<file path="config.mk">
export PLATFORM = sky130hd
export DESIGN_NAME = x_write_arbiter
export DESIGN_NICKNAME = d
export VERILOG_FILES = /design/src/rtl/gpp_arb_pkg.sv /design/src/rtl/x_write_arbiter_rr_pick.sv /design/src/rtl/x_write_arbiter.sv
export SDC_FILE = /design/constraint.sdc
export NUM_CORES = 1
export LEC_CHECK = 0
export ABC_AREA = 1
export CORE_MARGIN = 2
export CORE_UTILIZATION = 30
export CTS_CLUSTER_SIZE = 25
export DETAILED_ROUTE_END_ITERATION = 8
export GPL_TIMING_DRIVEN = 0
export PLACE_DENSITY = 0.58
export SYNTH_ARGS = -nofsm -noshare
export SYNTH_HDL_FRONTEND = slang
export SYNTH_SLANG_ARGS = --single-unit
export TNS_END_PERCENT = 5
</file>
<file path="constraint.sdc">
create_clock -name clk -period 3.7 [get_ports clk]
set_clock_uncertainty 0.1 [all_clocks]
set_input_delay 1.11 -clock clk [delete_from_list [all_inputs] [get_ports clk]]
set_output_delay 1.11 -clock clk [all_outputs]
set_load 0.05 [all_outputs]
</file>
<file path="src/rtl/gpp_arb_pkg.sv">
`default_nettype none
// ============================================================================
// Module      : gpp_arb_pkg
// Description : Shared types and helpers for the X register write arbiter.
// Revision    : 1.0 - initial release
// ============================================================================
package gpp_arb_pkg;

    localparam int X_DATA_W = 16;

    typedef enum logic [0:0] {
        IDLE   = 1'b0,
        LOCKED = 1'b1
    } arb_state_t;

    // Index width for an n-entry requester vector, never narrower than 1 bit
    function automatic int idx_w(input int n);
        return (n > 1) ? $clog2(n) : 1;
    endfunction

endpackage
`default_nettype wire

</file>
<file path="src/rtl/x_write_arbiter_rr_pick.sv">
`default_nettype none
// ============================================================================
// Module      : rr_pick
// Description : Combinational round-robin find-first starting at i_ptr.
// Revision    : 1.0 - initial release
// ============================================================================
module rr_pick
    import gpp_arb_pkg::*;
#(
    parameter  int NUM_REQ = 4,
    localparam int IDX_W   = idx_w(NUM_REQ)
) (
    input  logic [NUM_REQ-1:0] i_req,
    input  logic [IDX_W-1:0]   i_ptr,
    output logic [NUM_REQ-1:0] o_grant,
    output logic [IDX_W-1:0]   o_idx,
    output logic               o_any
);

    logic [IDX_W-1:0] w_c;

    always_comb begin
        o_grant = '0;
        o_idx   = '0;
        o_any   = 1'b0;
        w_c     = '0;
        for (int k = 0; k < NUM_REQ; k++) begin
            w_c = IDX_W'((int'(i_ptr) + k) % NUM_REQ);
            if (!o_any && i_req[w_c]) begin
                o_any      = 1'b1;
                o_grant[w_c] = 1'b1;
                o_idx      = w_c;
            end
        end
    end

endmodule
`default_nettype wire

</file>
<file path="src/rtl/x_write_arbiter.sv">
`default_nettype none
// ============================================================================
// Module      : x_write_arbiter
// Description : Round-robin arbiter for the X register write port with
//               optional locked bursts. Optional macro XARB_WRITE_COUNT_EN
//               adds a saturating transfer counter output wr_count.
// Revision    : 1.0 - initial release
// ============================================================================
module x_write_arbiter
    import gpp_arb_pkg::*;
#(
    parameter int NUM_REQ  = 4,
    parameter int DATA_W   = X_DATA_W,
    parameter int MAX_HOLD = 4
) (
    input  logic                      clk,
    input  logic                      rst,
    input  logic [NUM_REQ-1:0]        req_valid,
    input  logic [NUM_REQ*DATA_W-1:0] req_data,
    input  logic [NUM_REQ-1:0]        req_lock,
    output logic [NUM_REQ-1:0]        req_ready,
    output logic [DATA_W-1:0]         x_in,
    output logic                      x_w,
    output logic [idx_w(NUM_REQ)-1:0] grant_id,
`ifdef XARB_WRITE_COUNT_EN
    output logic [15:0]               wr_count,
`endif
    output logic                      locked
);

    localparam int               c_IDX_W    = idx_w(NUM_REQ);
    localparam logic [c_IDX_W-1:0] c_LAST   = c_IDX_W'(NUM_REQ - 1);
    localparam logic [3:0]       c_HOLD_LIM = 4'(MAX_HOLD - 1);
    localparam logic             c_LOCK_OK  = (MAX_HOLD > 1);

    arb_state_t         r_state, w_next_state;
    logic [c_IDX_W-1:0] r_rr_ptr, w_next_ptr;
    logic [3:0]         r_hold_cnt, w_next_hold;
    logic [DATA_W-1:0]  r_x_in;
    logic               r_x_w;
    logic [c_IDX_W-1:0] r_grant_id;

    logic [NUM_REQ-1:0] w_pick_grant;
    logic [c_IDX_W-1:0] w_pick_idx;
    logic               w_pick_any;
    logic [NUM_REQ-1:0] w_ready;
    logic               w_xfer;
    logic [c_IDX_W-1:0] w_win_idx;
    logic [c_IDX_W-1:0] w_holder_next;
    logic [DATA_W-1:0]  w_data [NUM_REQ];

    for (genvar i = 0; i < NUM_REQ; i++) begin : g_unpack
        assign w_data[i] = req_data[i*DATA_W +: DATA_W];
    end

    rr_pick #(
        .NUM_REQ (NUM_REQ)
    ) u_rr_pick (
        .i_req   (req_valid),
        .i_ptr   (r_rr_ptr),
        .o_grant (w_pick_grant),
        .o_idx   (w_pick_idx),
        .o_any   (w_pick_any)
    );

    assign w_holder_next = (r_grant_id == c_LAST) ? '0 : r_grant_id + c_IDX_W'(1);

    always_comb begin
        w_next_state = r_state;
        w_next_ptr   = r_rr_ptr;
        w_next_hold  = r_hold_cnt;
        w_ready      = '0;
        w_xfer       = 1'b0;
        w_win_idx    = r_grant_id;
        // Nothing is accepted while reset is asserted
        if (!rst) begin
            case (r_state)
                IDLE: begin
                    if (w_pick_any) begin
                        w_ready   = w_pick_grant;
                        w_xfer    = 1'b1;
                        w_win_idx = w_pick_idx;
                        if (req_lock[w_pick_idx] && c_LOCK_OK) begin
                            w_next_state = LOCKED;
                            w_next_hold  = 4'd1;
                        end else begin
                            w_next_ptr = (w_pick_idx == c_LAST) ? '0 : w_pick_idx + c_IDX_W'(1);
                        end
                    end
                end
                LOCKED: begin
                    if (req_valid[r_grant_id]) begin
                        w_ready[r_grant_id] = 1'b1;
                        w_xfer              = 1'b1;
                    end
                    if (req_valid[r_grant_id] && req_lock[r_grant_id] && (r_hold_cnt < c_HOLD_LIM)) begin
                        w_next_hold = r_hold_cnt + 4'd1;
                    end else begin
                        w_next_state = IDLE;
                        w_next_hold  = 4'd0;
                        w_next_ptr   = w_holder_next;
                    end
                end
                default: w_next_state = IDLE;
            endcase
        end
    end

    always_ff @(posedge clk) begin
        if (rst) begin
            r_state    <= IDLE;
            r_rr_ptr   <= '0;
            r_hold_cnt <= 4'd0;
            r_x_in     <= '0;
            r_x_w      <= 1'b0;
            r_grant_id <= '0;
        end else begin
            r_state    <= w_next_state;
            r_rr_ptr   <= w_next_ptr;
            r_hold_cnt <= w_next_hold;
            r_x_w      <= w_xfer;
            if (w_xfer) begin
                r_x_in     <= w_data[w_win_idx];
                r_grant_id <= w_win_idx;
            end
        end
    end

`ifdef XARB_WRITE_COUNT_EN
    logic [15:0] r_wr_count;

    always_ff @(posedge clk) begin
        if (rst) begin
            r_wr_count <= 16'd0;
        end else if (w_xfer && (r_wr_count != 16'hFFFF)) begin
            r_wr_count <= r_wr_count + 16'd1;
        end
    end

    assign wr_count = r_wr_count;
`endif

    assign req_ready = w_ready;
    assign x_in      = r_x_in;
    assign x_w       = r_x_w;
    assign grant_id  = r_grant_id;
    assign locked    = (r_state == LOCKED);

endmodule
`default_nettype wire

</file>
# ---- After elaboration in Yosys (flattened, before gate mapping)
# Index checks and enable logic that the tools add are counted.
# W data, S select, Z words.
dict set report classes {
  add_sub_neg 6
  n_lt_le_gt_ge 13
  n_eq_ne 6
  n_mux 64
  bitwise 5
  reduce_logical 15
}
# op count
set op_table {}
lappend op_table {{$mux W4} 10}
lappend op_table {{$bmux W16 S2} 1}
lappend op_table {{$mux W16} 2}
lappend op_table {{$mux W2} 12}
lappend op_table {{$mux W1} 22}
lappend op_table {{$lt A2 B3 Y1 const B} 6}
lappend op_table {{$pmux W4 S2} 2}
lappend op_table {{$bmux W1 S2} 7}
lappend op_table {{$or A4 B4 Y4} 3}
lappend op_table {{$demux W1 S2} 5}
lappend op_table {{$ge A2 B1 Y1 const B} 5}
lappend op_table {{$logic_and A1 B1 Y1} 10}
lappend op_table {{$add A2 B1 Y2 const B} 3}
lappend op_table {{$ne A2 B2 Y1 const B} 3}
lappend op_table {{$add A2 B2 Y2 const B} 2}
lappend op_table {{$add A4 B1 Y4 const B} 1}
lappend op_table {{$eq A2 B2 Y1 const B} 2}
lappend op_table {{$lt A4 B2 Y1 const B} 1}
lappend op_table {{$pmux W1 S2} 2}
lappend op_table {{$pmux W2 S2} 1}
lappend op_table {{$ge A3 B3 Y1 const B} 1}
lappend op_table {{$logic_not A1 Y1} 3}
lappend op_table {{$not A2 Y3} 1}
lappend op_table {{$reduce_and A3 Y1} 1}
lappend op_table {{3 further kinds} 3}
dict set report totals {
  register_bits 26
  inputBits 74
  output_inout_bits 24
  word_cells 115
}

# ---- Logic depth before layout (Yosys ltp)
# Gate-level depths: netlist (run 1).
dict set report logic_depth {
  ltp_word 19
  mapped_depth 18
  ltp_nobuf 17
}

# ---- Modules after synthesis
# Synthesis (run 1) repeated with hierarchy kept, for this count alone.
dict set report unflattened {
  hier_cells 433
  hier_area_um2 2543.7
}
# module instances cells_per_inst area_each_um2 seq_area_each_um2
set by_module_without_submodules {}
lappend by_module_without_submodules {x_write_arbiter 1 359 2103.3 520.5}
lappend by_module_without_submodules {rr_pick 1 74 440.4 0.0}

# ---- Worst setup path before layout (run 1)
# OpenSTA, ideal clock, no wires.
dict set report synth_timing {
  kind {input-to-output}
  start {input port req_valid[3]}
  end {output port req_ready[0]}
  t_arrival_ps 3004
  required_ps 2490
  setup_slack_ps -514
  stages 11
  n_path_buf 1
  cell_sequence {inv_1 -> nand2_1 -> nand3_2 -> nand2_4 -> inv_4 -> nand4_2 -> o21ai_0 -> nor2_2 -> buf_2 -> o21ai_0 -> a31oi_1}
}
dict set report synth_via {
  elab_chain_len 15
  word_cells_on_any_way 31
  cone_classes {mux: 22; bitwise: 3; reduce/logical: 6}
}
# element line
set synth_rtl {}
lappend synth_rtl {{start: declaration} x_write_arbiter.sv:18} ;# input logic [NUM_REQ-1:0] req_valid,
lappend synth_rtl {{$bmux W1 S2} x_write_arbiter_rr_pick.sv:29} ;# if (!o_any && i_req[w_c]) begin
lappend synth_rtl {{$mux W1 (implied by the code)} x_write_arbiter_rr_pick.sv:29}
lappend synth_rtl {{$mux W1} x_write_arbiter_rr_pick.sv:29}
lappend synth_rtl {{$logic_not A1 Y1} x_write_arbiter_rr_pick.sv:29}
lappend synth_rtl {{$logic_and A1 B1 Y1} x_write_arbiter_rr_pick.sv:29}
lappend synth_rtl {{$mux W1} x_write_arbiter_rr_pick.sv:29}
lappend synth_rtl {{$logic_not A1 Y1} x_write_arbiter_rr_pick.sv:29}
lappend synth_rtl {{$logic_and A1 B1 Y1} x_write_arbiter_rr_pick.sv:29}
lappend synth_rtl {{$mux W1} x_write_arbiter_rr_pick.sv:29}
lappend synth_rtl {{$logic_not A1 Y1} x_write_arbiter_rr_pick.sv:29}
lappend synth_rtl {{$logic_and A1 B1 Y1} x_write_arbiter_rr_pick.sv:29}
lappend synth_rtl {{$mux W4 / $mux W1 (equally long branches)} x_write_arbiter_rr_pick.sv:29}
lappend synth_rtl {{$mux W4} x_write_arbiter.sv:79} ;# if (w_pick_any) begin
lappend synth_rtl {{$pmux W4 S2 (*)} x_write_arbiter.sv:77} ;# case (r_state)
lappend synth_rtl {{$mux W4 (*)} x_write_arbiter.sv:76} ;# if (!rst) begin
lappend synth_rtl {{end: declaration} x_write_arbiter.sv:21} ;# output logic [NUM_REQ-1:0] req_ready,
# Every way passes the cells marked *; elsewhere a longest branch is shown, timed or not. The select of a mux whose other input is x is not followed.

# ---- Final worst setup path (run 1)
# Same ends and word-level chain as after synthesis.

==> metrics, run 1 <==
worst-margin pin slew=0.8222 ns; Post-CTS Hold Fix Bufs=0; antenna violations before repair=0; CORE AREA=8134 um2; Chip Height=94.94 um; CTS max path bufs=2; Max Cap Viol=0; Setup CP Type=in -> out; vias in the first global route=3049; WHS Path Cells=2; Critical Path RT=2.49 ns; Overall Power=0.003333 W; die area=9014 um2; largest net degree at the start of global routing=15; Reg clk slew, reported paths=0.10 ns; fin nets=650; IO Count=98; placed inst area=3665 um2; pre-CTS setup slack=-1.520 ns; max_slew headroom=0.4519; Final Instance Area=4015 um2; DRT iter0 DRCs=61; most common library cells after synthesis=nand2_1, inv_1, nand3_1; asr flop ratio synth=0; most common cell in the netlist=nand2_1; first-pass GRT wire length=13.79 mm; final count of hold timing violations=0; Yosys top cell by area=dfxtp_1; top-area cell type share of the netlist area=0.2098; Post-Synthesis Cells=447; H-tree depth=1; min Tclk post-route=3.681 ns; FF+latch count, synth=26; cells along the critical path=buf_8 > inv_2 > nand2_4 > nand3_4 > nand2_4 > inv_6 > nand4_4 > o21ai_4 > nor2_4 > buf_6 > o21ai_4 > a31oi_4 > buf_6; GR Overflow Total=0; final worst path period share=0.9949; average size of a mapped cell=5.551 um2; Max Fclk=271.6 MHz; per-cell routed wire length=12.52 um; Slew Viols, Final=0; data arrival time of the worst path=2.47 ns; prevailing post-synth register cell=dfxtp_1; via count=3054; Max VDD drop=292.4 uV; critical path fanouts, max=5; CTS Buf Count=3; layout cells sized above 1=0.1586; CP max stage delay=0.18 ns; sequential share of the synthesized area=0.2098; Hold/Removal Path Class=reg -> reg; die width=94.94 um; leakage power=2.077 nW; crit path buf inv count=5; slowest cell on the critical path=a31oi_4; synth top area cells=dfxtp_1, nand2_1, inv_1; diodes inserted=0; Levels on crit path=13; row count=33; clk root buf=clkbuf_8; Starting Density=0.3050; Synth warnings=0; CTS tree=yes; Setup Viol. Count Final=0; status=finished clean; RSZ-0062 raised after global routing=yes; detailed placer's ending HPWL=6.328 mm; crit start category=input port; gpl congestion=0.8929; Skew-Pair Late Insertion Delay=0.28 ns; mapped cell area=2481 um2; area growth from synthesis to layout=61.83%; vias per cell=4.586; clock sinks=26; Worst path top cell family by delay=simple AND/OR/NAND/NOR gates; Post-Route WL=8.335 mm; syn_nets=535; worst setup margin=0.01878 ns; Worst Setup End Kind=primary output; Synth cell types=29; Overall Global Routing Usage=0.1926; drt drc=0; Final ANT Viol Nets=0; Port Buffer Count=97; P per Cell Area=830.1 nW/um2; Detailed Routing Iterations Pass 1=4; number of synthesized flops with an enable pin=0; Worst Reg-to-Reg Cells=16
==> timing repair <==
item                                    in CTS  in global routing
gates resized for setup                     71                 31
buffers inserted                             8                  5
endpoints found under the setup margin       4                  4
pin swaps                                    6                  7
==> cell families (layout without fill, tap and decap cells) <==
group / Yosys count / in the layout / share of synthesized area
adders and majority gates: 14 / 14 / 0.07060
DFF: 26 / 26 / 0.2098
buffers and inverters: 119 / 233 / 0.1926
and+or+nand+nor: 257 / 257 / 0.4503
AOI/OAI and AO/OA: 31 / 31 / 0.07666
==> cell usage in the layout, fill, tap and decap left out, types with 8 or more instances in the layout <==
cell type | synthesis | routed
buf_4 | 4 | 17
clkdlybuf4s50_1 | 0 | 89
dfxtp_1 | 26 | 24
ha_1 | 14 | 13
inv_1 | 99 | 94
nand2_1 | 129 | 119
nand2_2 | 4 | 8
nand3_1 | 71 | 69
nor2_1 | 41 | 40
==> state kept, by name, summed over array words and instances (netlist names) <==
| register | flops |
|---|---|
| grant_id | 2 |
| locked | 1 |
| r_hold_cnt | 4 |
| x_w | 1 |
| r_rr_ptr | 2 |
| x_in | 16 |
==> through the flow <==
step	std cells	hold WS, ns	TNS [ns]	utilization
after floorplan	447	0.3226	0	-
after global placement	649	0.3363	-5.877	0.4505
after detailed placement	649	0.3424	-6.029	0.4505
after CTS	661	0.3575	0	0.4747
after global routing	666	0.3834	-0.1526	0.4936
final	666	0.3518	0	0.4936
==> tightest hold or removal path, stage by stage (launching register included) <==
cell	delay, ns
dfxtp_1	0.32
nand2_1	0.06
nor2_1	0.04
==> report_power, final <==
group	switching, W	internal [W]
Clock	0.0000974	0.0000953
Combinational	0.00170	0.000967
Sequential	0.0000913	0.000385
Total	0.00188	0.00145
==> worst paths after layout <==
check	start	end	slack (ns)
worst min register to register	r_hold_cnt[3]	r_hold_cnt[3]	0.35
worst max-delay path	req_valid[3]	req_ready[0]	0.02
worst min-delay path	r_hold_cnt[3]	r_hold_cnt[3]	0.35
worst max register to register	r_rr_ptr[0]	r_rr_ptr[1]	0.87
==> layer usage <==
metal  vias to the layer above  GRT usage  share of wire
met5                         -          0              0
met4                         0    0.06159          0.013
met3                        10    0.04549          0.065
met2                        96     0.3499           0.49
met1                      1354     0.2210           0.43
li1                       1594          -              -
==> final cells by class <==
type	count	area, um2
clock buffer	4	55.05
sequential	26	528.0
fill	857	4119
multi-input combinational	302	1715
tap	105	131.4
timing repair buffer	110	1090
inverter	103	400.4
buffer	16	95.09
Note: power is estimated with default switching activity, not from simulation.
==> inputs of run 2 (changes only) <==
--- a/config.mk
+++ b/config.mk
@@ -12,6 +12,7 @@
 export DETAILED_ROUTE_END_ITERATION = 8
 export GPL_TIMING_DRIVEN = 0
 export PLACE_DENSITY = 0.58
+export SKIP_CTS_REPAIR_TIMING = 1
 export SYNTH_ARGS = -nofsm -noshare
 export SYNTH_HDL_FRONTEND = slang
 export SYNTH_SLANG_ARGS = --single-unit
==> run 2 against run 1 <==
Net effect:
- register-to-register slack improved by 0.09 ns
- global-route usage is 0.68 points lower
- the flow now finishes with violations (negative setup slack)
- setup slack worse by 0.032 ns
- hold slack better by 0.0023 ns
- first-iteration DRC count grew 30%
- critical path depth unchanged
==> metrics, run 2 (synthesis gave the netlist of run 1 again) <==
failing checks=negative setup slack; Chip Height=94.94 um; crit path buf inv count=5; CTS Buf Count=3; multi-input logic area=1720 um2; Worst Setup End Kind=primary output; per-cell routed wire length=12.53 um; worst-margin pin slew=0.8470 ns; die area=9014 um2; Starting Density=0.3050; DRT iter0 DRCs=79; RSZ-0062 raised after global routing=yes; Overall Power=0.003360 W; most frequent cells in the layout=nand2_1, inv_1, clkdlybuf4s50_1; diodes inserted=0; commonest non-fill, non-tap cell in the layout=nand2_1; via count=3051; Worst path top cell family by delay=simple AND/OR/NAND/NOR gates; P per Cell Area=830.3 nW/um2; CP max stage delay=0.18 ns; largest net degree at the start of global routing=15; final setup TNS=-0.01364 ns; status=finished with violations; crit start category=input port; drt drc=0; H-tree depth=1; antenna violations before repair=0; Setup Viol. Count Final=1; Detailed Routing Iterations Pass 1=4; data arrival time of the worst path=2.50 ns; critical path fanouts, max=6; worst setup margin=-0.01364 ns; die width=94.94 um; IO Count=98; leakage power=2.091 nW; slowest cell on the critical path=a31oi_4; layout filler cell count=851; Post-Route WL=8.393 mm; Hold/Removal Path Class=reg -> reg; cells along the critical path=buf_8 > inv_4 > nand2_4 > nand3_4 > nand2_4 > inv_6 > nand4_4 > o21ai_4 > nor2_4 > buf_6 > o21ai_4 > a31oi_4 > buf_6; area growth from synthesis to layout=63.09%; final count of hold timing violations=0; Max VDD drop=299.4 uV; detailed placer's ending HPWL=6.328 mm; Slew Viols, Final=0; Overall Global Routing Usage=0.1858; Critical Path RT=2.49 ns; GR Overflow Total=0; CTS tree=yes; Final Instance Area=4046 um2; first-pass GRT wire length=13.35 mm; Port Buffer Count=97; Max Cap Viol=0; Reg clk slew, reported paths=0.10 ns; min Tclk post-route=3.714 ns; Seq. cell area=528.0 um2; CORE AREA=8134 um2; fin nets=654; placed inst area=3665 um2; vias per cell=4.554; max_slew headroom=0.4353; CTS max path bufs=2; vias in the first global route=2969; layout cells sized above 1=0.1664; final worst path period share=1.004; Setup CP Type=in -> out; pre-CTS setup slack=-1.520 ns; row count=33; Final ANT Viol Nets=0; Max Fclk=269.3 MHz; clock sinks=26; clk root buf=clkbuf_8; gpl congestion=0.8929; max reg flops=16; Skew-Pair Late Insertion Delay=0.28 ns
run 2: cell count changes in the layout (fill, tap and decap cells not counted), sizes merged:
cell	delta
buf	+4
run 2: path summary, 6_finish.rpt:
path,startpoint,endpoint,slack (ns),depth (start not counted)
setup / recovery,req_valid[2],req_ready[0],-0.01,13
hold / removal,r_hold_cnt[3],r_hold_cnt[3],0.35,2
setup reg to reg,r_rr_ptr[1],r_rr_ptr[1],0.96,15
hold reg to reg,r_hold_cnt[3],r_hold_cnt[3],0.35,2
run 2: area by class of cell:
cell class,instances,area share
multi-input combinational,302,0.4252
inverter,103,0.09895
buffer,16,0.02350
tap,105,0.03247
clock buffer,4,0.01361
sequential,26,0.1305
timing repair buffer,114,0.2758
run 2: metal layers:
layer  routed length, um  GRT usage  vias to the layer above
li1                    -          -                     1597
met1                3632     0.2176                     1342
met2                4080     0.3280                       97
met3                 526    0.04549                       15
met4                 154    0.06522                        0
met5                   0          0                        -
run 2: worst min-delay path, delay by kind of cell (launching register included):
| kind | cells | cell delay, ns |
|---|---|---|
| flip-flops | 1 | 0.33 |
| AND/OR/NAND/NOR | 2 | 0.10 |
run 2: power by group:
| part | internal, W | switching [W] |
|---|---|---|
| clock network | 0.0000954 | 0.0000976 |
| logic | 0.000983 | 0.00171 |
| registers | 0.000385 | 0.0000896 |
| total | 0.00146 | 0.00190 |
run 2: per-stage QoR:
stage | hold slack (ns) | instances | util
finish | 0.3541 | 670 | 0.4975
global route | 0.3834 | 670 | 0.4975
CTS | 0.3575 | 653 | 0.4573
detailed placement | 0.3424 | 649 | 0.4505
global placement | 0.3363 | 649 | 0.4505
floorplan | 0.3226 | 447 | -
==> inputs of run 3 (changes only) <==
--- a/config.mk
+++ b/config.mk
@@ -12,6 +12,7 @@
 export DETAILED_ROUTE_END_ITERATION = 8
 export GPL_TIMING_DRIVEN = 0
 export PLACE_DENSITY = 0.58
+export REMOVE_ABC_BUFFERS = 1
 export SKIP_CTS_REPAIR_TIMING = 1
 export SYNTH_ARGS = -nofsm -noshare
 export SYNTH_HDL_FRONTEND = slang
==> run 3 against run 2 <==
Net effect:
- the flow still finishes with violations (negative setup slack)
- sequential share of layout area grew 0.92 points
- die area is the same
- total power shrank 7.1%
- routed wire length shrank 7.3%
- hold slack lost 0.0049 ns
- highest routed layer unchanged
- clock power grew 20%
- flip-flop and latch count is the same
- non-clock buffer count shrank 22
- final cell count shrank 3.1%
- critical path depth shrank 1
==> metrics, run 3 (synthesis gave the netlist of run 1 again) <==
status=finished with violations; failing checks=negative setup slack; Max Cap Viol=0; Worst Setup End Kind=primary output; Max VDD drop=346.7 uV; final setup TNS=-0.1033 ns; antenna violations before repair=0; placed inst area=3500 um2; commonest non-fill, non-tap cell in the layout=nand2_1; critical path fanouts, max=3; Overall Global Routing Usage=0.1708; max_slew headroom=0.2978; vias in the first global route=2786; clk root buf=clkbuf_8; Setup CP Type=in -> out; detailed placer's ending HPWL=5.525 mm; row count=33; Post-Route WL=7.781 mm; per-cell routed wire length=11.99 um; die width=94.94 um; Final Instance Area=3779 um2; Hold WS=0.3492 ns; Max Fclk=265.7 MHz; worst-margin pin slew=1.052 ns; Reg2Reg Setup Slack=0.59 ns; max reg flops=16; clock sinks=26; data arrival time of the worst path=2.55 ns; CTS Buf Count=3; DRT iter0 DRCs=153; CTS max path bufs=2; final count of hold timing violations=0; CTS tree=yes; pre-CTS setup slack=-1.853 ns; final worst path period share=1.017; Starting Density=0.3050; Skew-Pair Late Insertion Delay=0.27 ns; Port Buffer Count=97; R2R Path Start=r_rr_ptr[0]; P per Cell Area=825.6 nW/um2; GR Overflow Total=0; crit start category=input port; IO Count=98; vias per cell=4.592; RSZ-0062 raised after global routing=yes; Reg clk slew, reported paths=0.09 ns; Worst Setup SP=req_valid[1]; CORE AREA=8134 um2; diodes inserted=0; area growth from synthesis to layout=52.29%; largest net degree at the start of global routing=38; layout cells sized above 1=0.1232; fin nets=633; die area=9014 um2; Overall Power=0.003120 W; H-tree depth=1; HP Start=r_hold_cnt[2]; most frequent cells in the layout=nand2_1, inv_1, clkdlybuf4s50_1; leakage power=1.985 nW; drt drc=0; Slew Viols, Final=0; Chip Height=94.94 um; Detailed Routing Iterations Pass 1=4; worst setup margin=-0.06417 ns; Final ANT Viol Nets=0; gpl congestion=0.8353; min Tclk post-route=3.764 ns; via count=2980; Critical Path RT=2.49 ns; Setup Viol. Count Final=2; Hold/Removal Path Class=reg -> reg; first-pass GRT wire length=12.56 mm
-- run 3: final timing paths --
kind                                      end  depth (start not counted)
worst max-delay path             req_ready[1]                         12
worst min-delay path            r_hold_cnt[2]                          2
worst max register to register       x_in[13]                         15
worst min register to register  r_hold_cnt[2]                          2
-- run 3: per-stage QoR --
stage / instances / utilization
detailed placement: 633 / 0.4302
floorplan: 431 / -
finish: 649 / 0.4645
global placement: 633 / 0.4296
global route: 649 / 0.4645
CTS: 637 / 0.4390
-- run 3: area by class of cell --
cell class	instances	area, um2
clock inverter	1	30.03
inverter	103	395.4
sequential	26	528.0
clock buffer	3	41.29
tap	105	131.4
timing repair buffer	108	1047
fill	840	4355
multi-input combinational	303	1605
-- run 3: critical path: stages --
cell,delay [ns]
buf_4,0.13
nand2_2,0.08
nand2_2,0.05
nand2_2,0.09
nand2_4,0.08
buf_4,0.14
nor2_2,0.10
nand3_1,0.12
o22ai_1,0.17
a221oi_1,0.08
a21oi_1,0.18
buf_4,0.22
-- run 3: power by group --
| group | switching [W] | total [W] | internal, W |
|---|---|---|---|
| registers | 0.000108 | 0.000493 | 0.000385 |
| logic | 0.00157 | 0.00239 | 0.000828 |
| clock network | 0.0000874 | 0.000232 | 0.000145 |
-- run 3: layer usage --
metal / global-route usage / up-vias / wire length [um]
met5: 0 / - / 0
met3: 0.04469 / 4 / 604
met1: 0.2283 / 1328 / 3511
li1: - / 1556 / -
met4: 0.02053 / 0 / 34
met2: 0.2843 / 92 / 3630
